<file path="config.mk">
export PLATFORM = sky130hd
export DESIGN_NAME = dmem_port_arbiter_flat
export DESIGN_NICKNAME = d
export VERILOG_FILES = /design/src/rtl/dmem_port_arbiter_if.sv /design/src/rtl/dmem_port_arbiter.sv /design/src/flat_wrapper.sv
export SDC_FILE = /design/constraint.sdc
export NUM_CORES = 1
export LEC_CHECK = 0
export CAP_MARGIN = 15
export CORE_ASPECT_RATIO = 1.2
export CORE_UTILIZATION = 39
export DETAILED_ROUTE_END_ITERATION = 12
export HOLD_SLACK_MARGIN = 0.12
export PLACE_DENSITY = 0.77
export SLEW_MARGIN = 20
export SYNTH_ARGS = -nofsm -noshare
export SYNTH_HDL_FRONTEND = slang
export SYNTH_SLANG_ARGS = --single-unit
export TNS_END_PERCENT = 100
</file>
<file path="constraint.sdc">
create_clock -name clk -period 1.4 [get_ports clk]
set_input_delay 0.28 -clock clk [delete_from_list [all_inputs] [get_ports clk]]
set_output_delay 0.28 -clock clk [all_outputs]
set_load 0.005 [all_outputs]
</file>
<file path="src/rtl/dmem_port_arbiter_if.sv">
// Request/response and memory-side signal bundle for dmem_port_arbiter.
// slave: arbiter side; master: requesters plus the memory.
interface dmem_port_arbiter_if #(
  parameter int unsigned DATA_WIDTH = 32,
  parameter int unsigned ADDR_WIDTH = 10
);
  logic                  p0_req_valid;
  logic                  p0_req_ready;
  logic                  p0_req_we;
  logic [ADDR_WIDTH-1:0] p0_req_addr;
  logic [DATA_WIDTH-1:0] p0_req_wdata;
  logic [3:0]            p0_req_be;
  logic                  p0_rsp_valid;
  logic [DATA_WIDTH-1:0] p0_rsp_rdata;

  logic                  p1_req_valid;
  logic                  p1_req_ready;
  logic                  p1_req_we;
  logic [ADDR_WIDTH-1:0] p1_req_addr;
  logic [DATA_WIDTH-1:0] p1_req_wdata;
  logic [3:0]            p1_req_be;
  logic                  p1_rsp_valid;
  logic [DATA_WIDTH-1:0] p1_rsp_rdata;

  logic                  mem_write;
  logic [ADDR_WIDTH-1:0] mem_addr;
  logic [DATA_WIDTH-1:0] mem_wdata;
  logic [DATA_WIDTH-1:0] mem_rdata;

  modport slave (
    input  p0_req_valid, p0_req_we, p0_req_addr, p0_req_wdata, p0_req_be,
    output p0_req_ready, p0_rsp_valid, p0_rsp_rdata,
    input  p1_req_valid, p1_req_we, p1_req_addr, p1_req_wdata, p1_req_be,
    output p1_req_ready, p1_rsp_valid, p1_rsp_rdata,
    output mem_write, mem_addr, mem_wdata,
    input  mem_rdata
  );

  modport master (
    output p0_req_valid, p0_req_we, p0_req_addr, p0_req_wdata, p0_req_be,
    input  p0_req_ready, p0_rsp_valid, p0_rsp_rdata,
    output p1_req_valid, p1_req_we, p1_req_addr, p1_req_wdata, p1_req_be,
    input  p1_req_ready, p1_rsp_valid, p1_rsp_rdata,
    input  mem_write, mem_addr, mem_wdata,
    output mem_rdata
  );
endinterface

</file>
<file path="src/rtl/dmem_port_arbiter.sv">
// Two-port arbiter for the single-port data memory; partial stores use read-modify-write.
// DMEM_ARB_RR_EN selects round-robin tie-breaking; otherwise port 0 has fixed priority.
module dmem_port_arbiter #(
  parameter int unsigned DATA_WIDTH = 32,
  parameter int unsigned ADDR_WIDTH = 10
) (
  input logic                clk,
  input logic                rst_n,
  dmem_port_arbiter_if.slave bus
);
  localparam int unsigned NumBytes = DATA_WIDTH / 8;

  typedef enum logic [0:0] {StIdle, StMergeWr} state_e;

  state_e                state_q, state_d;
  logic                  rsp0_valid_q, rsp0_valid_d;
  logic                  rsp1_valid_q, rsp1_valid_d;
  logic [DATA_WIDTH-1:0] rsp0_rdata_q, rsp0_rdata_d;
  logic [DATA_WIDTH-1:0] rsp1_rdata_q, rsp1_rdata_d;
  logic [ADDR_WIDTH-1:0] merge_addr_q, merge_addr_d;
  logic [DATA_WIDTH-1:0] merge_data_q, merge_data_d;
  logic                  owner_q, owner_d;

  logic                  any_valid, tie_gnt1, gnt1, accept;
  logic                  sel_we;
  logic [ADDR_WIDTH-1:0] sel_addr;
  logic [DATA_WIDTH-1:0] sel_wdata, merged;
  logic [3:0]            sel_be;
  logic                  mem_write_c;
  logic [ADDR_WIDTH-1:0] mem_addr_c;
  logic [DATA_WIDTH-1:0] mem_wdata_c;

`ifdef DMEM_ARB_RR_EN
  logic last_q;

  // Resets to port 1 so that port 0 wins the first tie.
  always_ff @(posedge clk or negedge rst_n) begin
    if (!rst_n) begin
      last_q <= 1'b1;
    end else if (accept) begin
      last_q <= gnt1;
    end
  end

  assign tie_gnt1 = ~last_q;
`else
  assign tie_gnt1 = 1'b0;
`endif

  assign any_valid = bus.p0_req_valid | bus.p1_req_valid;
  assign gnt1      = (bus.p0_req_valid && bus.p1_req_valid) ? tie_gnt1 : bus.p1_req_valid;
  assign accept    = (state_q == StIdle) && any_valid;

  assign sel_we    = gnt1 ? bus.p1_req_we    : bus.p0_req_we;
  assign sel_addr  = gnt1 ? bus.p1_req_addr  : bus.p0_req_addr;
  assign sel_wdata = gnt1 ? bus.p1_req_wdata : bus.p0_req_wdata;
  assign sel_be    = gnt1 ? bus.p1_req_be    : bus.p0_req_be;

  always_comb begin
    merged = '0;
    for (int unsigned i = 0; i < NumBytes; i++) begin
      merged[8*i +: 8] = sel_be[i] ? sel_wdata[8*i +: 8] : bus.mem_rdata[8*i +: 8];
    end
  end

  always_comb begin
    state_d      = state_q;
    rsp0_valid_d = 1'b0;
    rsp1_valid_d = 1'b0;
    rsp0_rdata_d = rsp0_rdata_q;
    rsp1_rdata_d = rsp1_rdata_q;
    merge_addr_d = merge_addr_q;
    merge_data_d = merge_data_q;
    owner_d      = owner_q;
    mem_write_c  = 1'b0;
    mem_addr_c   = sel_addr;
    mem_wdata_c  = sel_wdata;

    case (state_q)
      StIdle: begin
        if (any_valid) begin
          if (!sel_we) begin
            rsp0_valid_d = ~gnt1;
            rsp1_valid_d = gnt1;
            if (gnt1) rsp1_rdata_d = bus.mem_rdata;
            else      rsp0_rdata_d = bus.mem_rdata;
          end else if (sel_be == 4'hF) begin
            mem_write_c  = 1'b1;
            rsp0_valid_d = ~gnt1;
            rsp1_valid_d = gnt1;
          end else if (sel_be == 4'h0) begin
            rsp0_valid_d = ~gnt1;
            rsp1_valid_d = gnt1;
          end else begin
            merge_addr_d = sel_addr;
            merge_data_d = merged;
            owner_d      = gnt1;
            state_d      = StMergeWr;
          end
        end
      end
      StMergeWr: begin
        mem_write_c  = 1'b1;
        mem_addr_c   = merge_addr_q;
        mem_wdata_c  = merge_data_q;
        rsp0_valid_d = ~owner_q;
        rsp1_valid_d = owner_q;
        state_d      = StIdle;
      end
      default: state_d = StIdle;
    endcase
  end

  always_ff @(posedge clk or negedge rst_n) begin
    if (!rst_n) begin
      state_q      <= StIdle;
      rsp0_valid_q <= 1'b0;
      rsp1_valid_q <= 1'b0;
      rsp0_rdata_q <= '0;
      rsp1_rdata_q <= '0;
      merge_addr_q <= '0;
      merge_data_q <= '0;
      owner_q      <= 1'b0;
    end else begin
      state_q      <= state_d;
      rsp0_valid_q <= rsp0_valid_d;
      rsp1_valid_q <= rsp1_valid_d;
      rsp0_rdata_q <= rsp0_rdata_d;
      rsp1_rdata_q <= rsp1_rdata_d;
      merge_addr_q <= merge_addr_d;
      merge_data_q <= merge_data_d;
      owner_q      <= owner_d;
    end
  end

  assign bus.p0_req_ready = accept && !gnt1;
  assign bus.p1_req_ready = accept && gnt1;
  assign bus.p0_rsp_valid = rsp0_valid_q;
  assign bus.p1_rsp_valid = rsp1_valid_q;
  assign bus.p0_rsp_rdata = rsp0_rdata_q;
  assign bus.p1_rsp_rdata = rsp1_rdata_q;
  // Gated so a write in flight cannot land while reset is asserted.
  assign bus.mem_write    = mem_write_c & rst_n;
  assign bus.mem_addr     = mem_addr_c;
  assign bus.mem_wdata    = mem_wdata_c;
endmodule

</file>
<file path="src/flat_wrapper.sv">
// flat-port wrapper written by rule: the top's interface ports become plain ports
module dmem_port_arbiter_flat 
#(
  parameter int unsigned DATA_WIDTH = 32,
  parameter int unsigned ADDR_WIDTH = 10
)
  (clk, rst_n, bus_p0_req_valid, bus_p0_req_we, bus_p0_req_addr, bus_p0_req_wdata, bus_p0_req_be, bus_p0_req_ready, bus_p0_rsp_valid, bus_p0_rsp_rdata, bus_p1_req_valid, bus_p1_req_we, bus_p1_req_addr, bus_p1_req_wdata, bus_p1_req_be, bus_p1_req_ready, bus_p1_rsp_valid, bus_p1_rsp_rdata, bus_mem_write, bus_mem_addr, bus_mem_wdata, bus_mem_rdata);
  dmem_port_arbiter_if #(.DATA_WIDTH(DATA_WIDTH), .ADDR_WIDTH(ADDR_WIDTH)) bus_i ();
  input logic clk;
  input logic rst_n;
  input wire logic [$bits(bus_i.p0_req_valid)-1:0] bus_p0_req_valid;
  input wire logic [$bits(bus_i.p0_req_we)-1:0] bus_p0_req_we;
  input wire logic [$bits(bus_i.p0_req_addr)-1:0] bus_p0_req_addr;
  input wire logic [$bits(bus_i.p0_req_wdata)-1:0] bus_p0_req_wdata;
  input wire logic [$bits(bus_i.p0_req_be)-1:0] bus_p0_req_be;
  output wire logic [$bits(bus_i.p0_req_ready)-1:0] bus_p0_req_ready;
  output wire logic [$bits(bus_i.p0_rsp_valid)-1:0] bus_p0_rsp_valid;
  output wire logic [$bits(bus_i.p0_rsp_rdata)-1:0] bus_p0_rsp_rdata;
  input wire logic [$bits(bus_i.p1_req_valid)-1:0] bus_p1_req_valid;
  input wire logic [$bits(bus_i.p1_req_we)-1:0] bus_p1_req_we;
  input wire logic [$bits(bus_i.p1_req_addr)-1:0] bus_p1_req_addr;
  input wire logic [$bits(bus_i.p1_req_wdata)-1:0] bus_p1_req_wdata;
  input wire logic [$bits(bus_i.p1_req_be)-1:0] bus_p1_req_be;
  output wire logic [$bits(bus_i.p1_req_ready)-1:0] bus_p1_req_ready;
  output wire logic [$bits(bus_i.p1_rsp_valid)-1:0] bus_p1_rsp_valid;
  output wire logic [$bits(bus_i.p1_rsp_rdata)-1:0] bus_p1_rsp_rdata;
  output wire logic [$bits(bus_i.mem_write)-1:0] bus_mem_write;
  output wire logic [$bits(bus_i.mem_addr)-1:0] bus_mem_addr;
  output wire logic [$bits(bus_i.mem_wdata)-1:0] bus_mem_wdata;
  input wire logic [$bits(bus_i.mem_rdata)-1:0] bus_mem_rdata;
  assign bus_i.p0_req_valid = bus_p0_req_valid;
  assign bus_i.p0_req_we = bus_p0_req_we;
  assign bus_i.p0_req_addr = bus_p0_req_addr;
  assign bus_i.p0_req_wdata = bus_p0_req_wdata;
  assign bus_i.p0_req_be = bus_p0_req_be;
  assign bus_p0_req_ready = bus_i.p0_req_ready;
  assign bus_p0_rsp_valid = bus_i.p0_rsp_valid;
  assign bus_p0_rsp_rdata = bus_i.p0_rsp_rdata;
  assign bus_i.p1_req_valid = bus_p1_req_valid;
  assign bus_i.p1_req_we = bus_p1_req_we;
  assign bus_i.p1_req_addr = bus_p1_req_addr;
  assign bus_i.p1_req_wdata = bus_p1_req_wdata;
  assign bus_i.p1_req_be = bus_p1_req_be;
  assign bus_p1_req_ready = bus_i.p1_req_ready;
  assign bus_p1_rsp_valid = bus_i.p1_rsp_valid;
  assign bus_p1_rsp_rdata = bus_i.p1_rsp_rdata;
  assign bus_mem_write = bus_i.mem_write;
  assign bus_mem_addr = bus_i.mem_addr;
  assign bus_mem_wdata = bus_i.mem_wdata;
  assign bus_i.mem_rdata = bus_mem_rdata;
  dmem_port_arbiter #(.DATA_WIDTH(DATA_WIDTH), .ADDR_WIDTH(ADDR_WIDTH)) u_core (.clk(clk), .rst_n(rst_n), .bus(bus_i));
endmodule
</file>
==> flow_metrics.tcl, run 1 <==
set metrics [dict create \
    status "finished with violations" \
    violations "negative setup slack" \
    ys_types 33 \
    critPathArrivalTime_ns 1.46 \
    critPathCaptureType "output port" \
    maxSlewHeadroom_pct 60.1 \
    ant_nets 0 \
    h-tree-depth 3 \
    fin_area_um2 10800 \
    post-route-drc-count 0 \
    vias 6043 \
    worst-path-buf-inv 3 \
    hold_viol_final 0 \
    clk_latency_ns 0.36 \
    setup_viol_count_final 142 \
    muxShareOfSynthArea_pct 23.4 \
    postPlaceCellArea_um2 9090 \
    layout-drive-gt1-share_pct 40.8 \
    die_w_um 114 \
    p_leak_uw 0.00523 \
    dr.pass1.iters 7 \
    cts-root-buf "clkbuf_16" \
    gr-usage-all-layers_pct 28.5 \
    clk_pin_slew_ns 0.07 \
    hold_class "input port to flip-flop" \
    ys_warn_count 0 \
    gp_congestion 0.906 \
    synth_seq_cells 110 \
    ir_drop_mv 0.800 \
    synth-adder-area-share_pct 0 \
    powerDensity_nw_per_um2 1080 \
    syn_avg_cell_area_um2 10.9 \
    syn2layout_area_growth_pct 85.7 \
    timing.fmax_ghz 0.576 \
    cpMaxStageDelayCell "dfrtp_2" \
    synth_top_family_by_area "multiplexers" \
    grt_pass1_wl_um 33500 \
    clockBufferDepth 2 \
    gr-total-overflow 0 \
    required_ns 1.12 \
    insertedDiodeCount 0 \
    crit_fanout 6 \
    layout.area.seq_um2 2750 \
    wl_per_cell_um 21.4 \
    worst_pin_slew_ns 0.598 \
    coreArea_um2 14500 \
    cp_top_family "flip-flops" \
    core.rowCount 48 \
    period_share_pct 124 \
    synth-xor-area-share_pct 0 \
    cts_tree "built" \
    post-route-util_pct 74.8 \
    multi_input_area_um2 3450 \
    drtIter0Drc 350 \
    setup_tns_ns -35.66 \
    cts_inserted_buffers 9 \
    initial_utilization_pct 40.3 \
    crit_chain "buf_12, clkinv_8, o221ai_1, and2_1, buf_2" \
    dp_hpwl_um 14100 \
    ys_seq_area_share_pct 47.2 \
    grt_pass1_vias 6274 \
    max_stage_delay_ns 0.45 \
    syn_area_um2 5830 \
    dieHeight_um 136 \
    num-nets-final 1028 \
    startpoint_type "flip-flop" \
    synth-simple-area-share_pct 7.30 \
    grt_max_degree 111 \
    cap_violations 0 \
    slew_violations 0 \
    syn-instance-count 535 \
    fin_skew_ns 0.00713 \
    routed_via_density 5.48 \
    io_buffer_count 240 \
    critical_path_class "flip-flop to output port" \
    io_pins 241 \
    dieArea_um2 15400 \
    syn-num-nets 665 \
    fin_total_pwr_uw 11700 \
    fin_ws_ns -0.337 \
    rsz0062_at_grt "true" \
    antenna_found_initial 0 \
    synth_compound_area_share_pct 15.6 \
    period_needed_ns 1.74 \
    clock-sinks 110 \
    fill_cells 938 \
    wl_um 23600 \
]
[layer usage]
metal / share of wire [%] / wire [µm] / global-route usage (%)
met5: 0 / 0 / 0
met4: 3.5 / 813 / 13.2
met3: 5.8 / 1380 / 4.77
met2: 52 / 12200 / 50.8
met1: 39 / 9150 / 33.4
[cells in the final DEF (no fill, tap or decap), types with 2 or more instances in the layout]
cell | synthesis | final
mux2_4 | 0 | 57
o221ai_1 | 33 | 33
mux2_1 | 30 | 7
bufinv_16 | 0 | 2
a21oi_2 | 1 | 7
clkbuf_16 | 0 | 15
buf_16 | 0 | 8
nand2b_4 | 0 | 2
nand2_2 | 0 | 6
a2bb2oi_2 | 0 | 10
and3_1 | 11 | 2
a21oi_4 | 0 | 4
mux2i_2 | 0 | 3
buf_12 | 0 | 17
clkdlybuf4s15_2 | 0 | 2
and3b_1 | 4 | 4
buf_8 | 0 | 7
nand2_4 | 0 | 19
nand4_1 | 2 | 2
buf_2 | 14 | 36
dfrtp_1 | 110 | 109
clkdlybuf4s50_1 | 0 | 117
buf_4 | 4 | 91
o21ai_1 | 29 | 8
nand2_1 | 65 | 39
inv_1 | 44 | 42
and3_4 | 0 | 9
clkbuf_2 | 0 | 4
nor2_4 | 0 | 2
buf_6 | 4 | 26
o21ai_2 | 0 | 23
dlygate4sd2_1 | 0 | 73
mux2i_1 | 64 | 60
clkinv_4 | 0 | 2
a211o_1 | 32 | 32
[timing repair]
action	4_1_cts	5_1_grt
setup endpoints to repair	221	152
buffers inserted	40	13
resized for setup	406	120
hold endpoints to repair	110	0
cloned	13	7
hold buffers	1	0
pin swaps	15	18
[metrics by stage]
| step | hold slack [ns] | std cells | setup slack, ns |
|---|---|---|---|
| after global placement | 0.424 | 1023 | -1.03 |
| after global routing | 0.419 | 1103 | -0.385 |
| final | 0.422 | 1103 | -0.337 |
| after detailed placement | 0.435 | 1023 | -1.08 |
| after CTS | 0.440 | 1092 | -0.294 |
| after floorplan | -0.0156 | 535 | -0.0848 |
[flip-flops by register name, summed over array words and instances, names as in the netlist]
register	count
u_core.bus.p0_rsp_rdata	32
u_core.bus.p1_rsp_valid	1
u_core.bus.p0_rsp_valid	1
u_core.merge_addr_q	10
u_core.state_q	1
u_core.bus.p1_rsp_rdata	32
u_core.owner_q	1
u_core.merge_data_q	32
[cell families after synthesis]
logic type / Yosys count
muxes: 128
buffers and inverters: 84
AOI/OAI and AO/OA: 122
and+or+nand+nor: 91
DFF: 110
[final timing paths]
kind / slack (ns) / to / cells past startpoint / from
worst max-delay path: -0.34 / bus_mem_write / 5 / u_core.state_q
worst min-delay path: 0.42 / u_core.bus.p0_rsp_valid / 4 / bus_p0_req_valid
worst max register to register: -0.33 / u_core.bus.p0_rsp_rdata[30] / 8 / u_core.state_q
worst min register to register: 0.48 / u_core.bus.p1_rsp_rdata[1] / 1 / u_core.bus.p1_rsp_rdata[1]
max in group asynchronous: 0.33 / u_core.state_q / 3 / rst_n
min in group asynchronous: 0.60 / u_core.merge_addr_q[4] / 3 / rst_n
[tightest hold or removal path: stages]
cell	delay, ns
buf_6	0.12
buf_4	0.16
nand2_4	0.09
o22ai_1	0.08
[layout make-up]
type,count,area share [%]
Timing Repair Buffer,389,35.5
Clock buffer,10,2.21
Multi-Input combinational cell,343,31.9
Clock inverter,6,0.867
Inverter,44,1.64
Timing Repair inverter,1,0.104
Sequential cell,110,25.4
Tap cell,200,2.31
[Yosys cell counts (all sizes together)]
| cell | number | area, µm² |
|---|---|---|
| o221ai | 33 | 289 |
| a211o | 32 | 280 |
| clkbuf | 14 | 52.6 |
| nand4 | 3 | 25.0 |
| and3 | 11 | 68.8 |
| a22o | 1 | 8.76 |
| mux2 | 64 | 721 |
| nor2b | 1 | 6.26 |
| inv | 44 | 165 |
| o41a | 1 | 11.3 |
| dfrtp | 110 | 2750 |
| and3b | 4 | 35.0 |
| buf | 26 | 160 |
| or4 | 1 | 11.3 |
| nand3 | 1 | 5.00 |
| o22a | 1 | 8.76 |
| mux2i | 64 | 641 |
| o22ai | 1 | 6.26 |
| o21ai | 32 | 160 |
| nor2 | 2 | 7.51 |
| and2 | 1 | 6.26 |
| a2bb2oi | 10 | 87.6 |
| nand2 | 65 | 244 |
| a21oi | 11 | 58.8 |
| nor3 | 1 | 10.0 |
| nand2b | 1 | 6.26 |
[report_power, final]
| group | total, µW | leakage (µW) | switching [µW] | internal, µW |
|---|---|---|---|---|
| combinational | 4350 | 0.00379 | 1750 | 2600 |
| sequential | 4450 | 0.00128 | 528 | 3930 |
| clock | 2900 | 0.000159 | 1260 | 1630 |
Power figures use the tool's default switching activity.
==> inputs of run 2 (changes only) <==
--- a/config.mk
+++ b/config.mk
@@ -8,6 +8,7 @@
 export CAP_MARGIN = 15
 export CORE_ASPECT_RATIO = 1.2
 export CORE_UTILIZATION = 39
+export CTS_CLUSTER_DIAMETER = 120
 export DETAILED_ROUTE_END_ITERATION = 12
 export HOLD_SLACK_MARGIN = 0.12
 export PLACE_DENSITY = 0.77
==> results of run 2 <==
Final layout, timing and power as in run 1 (identical DEF).
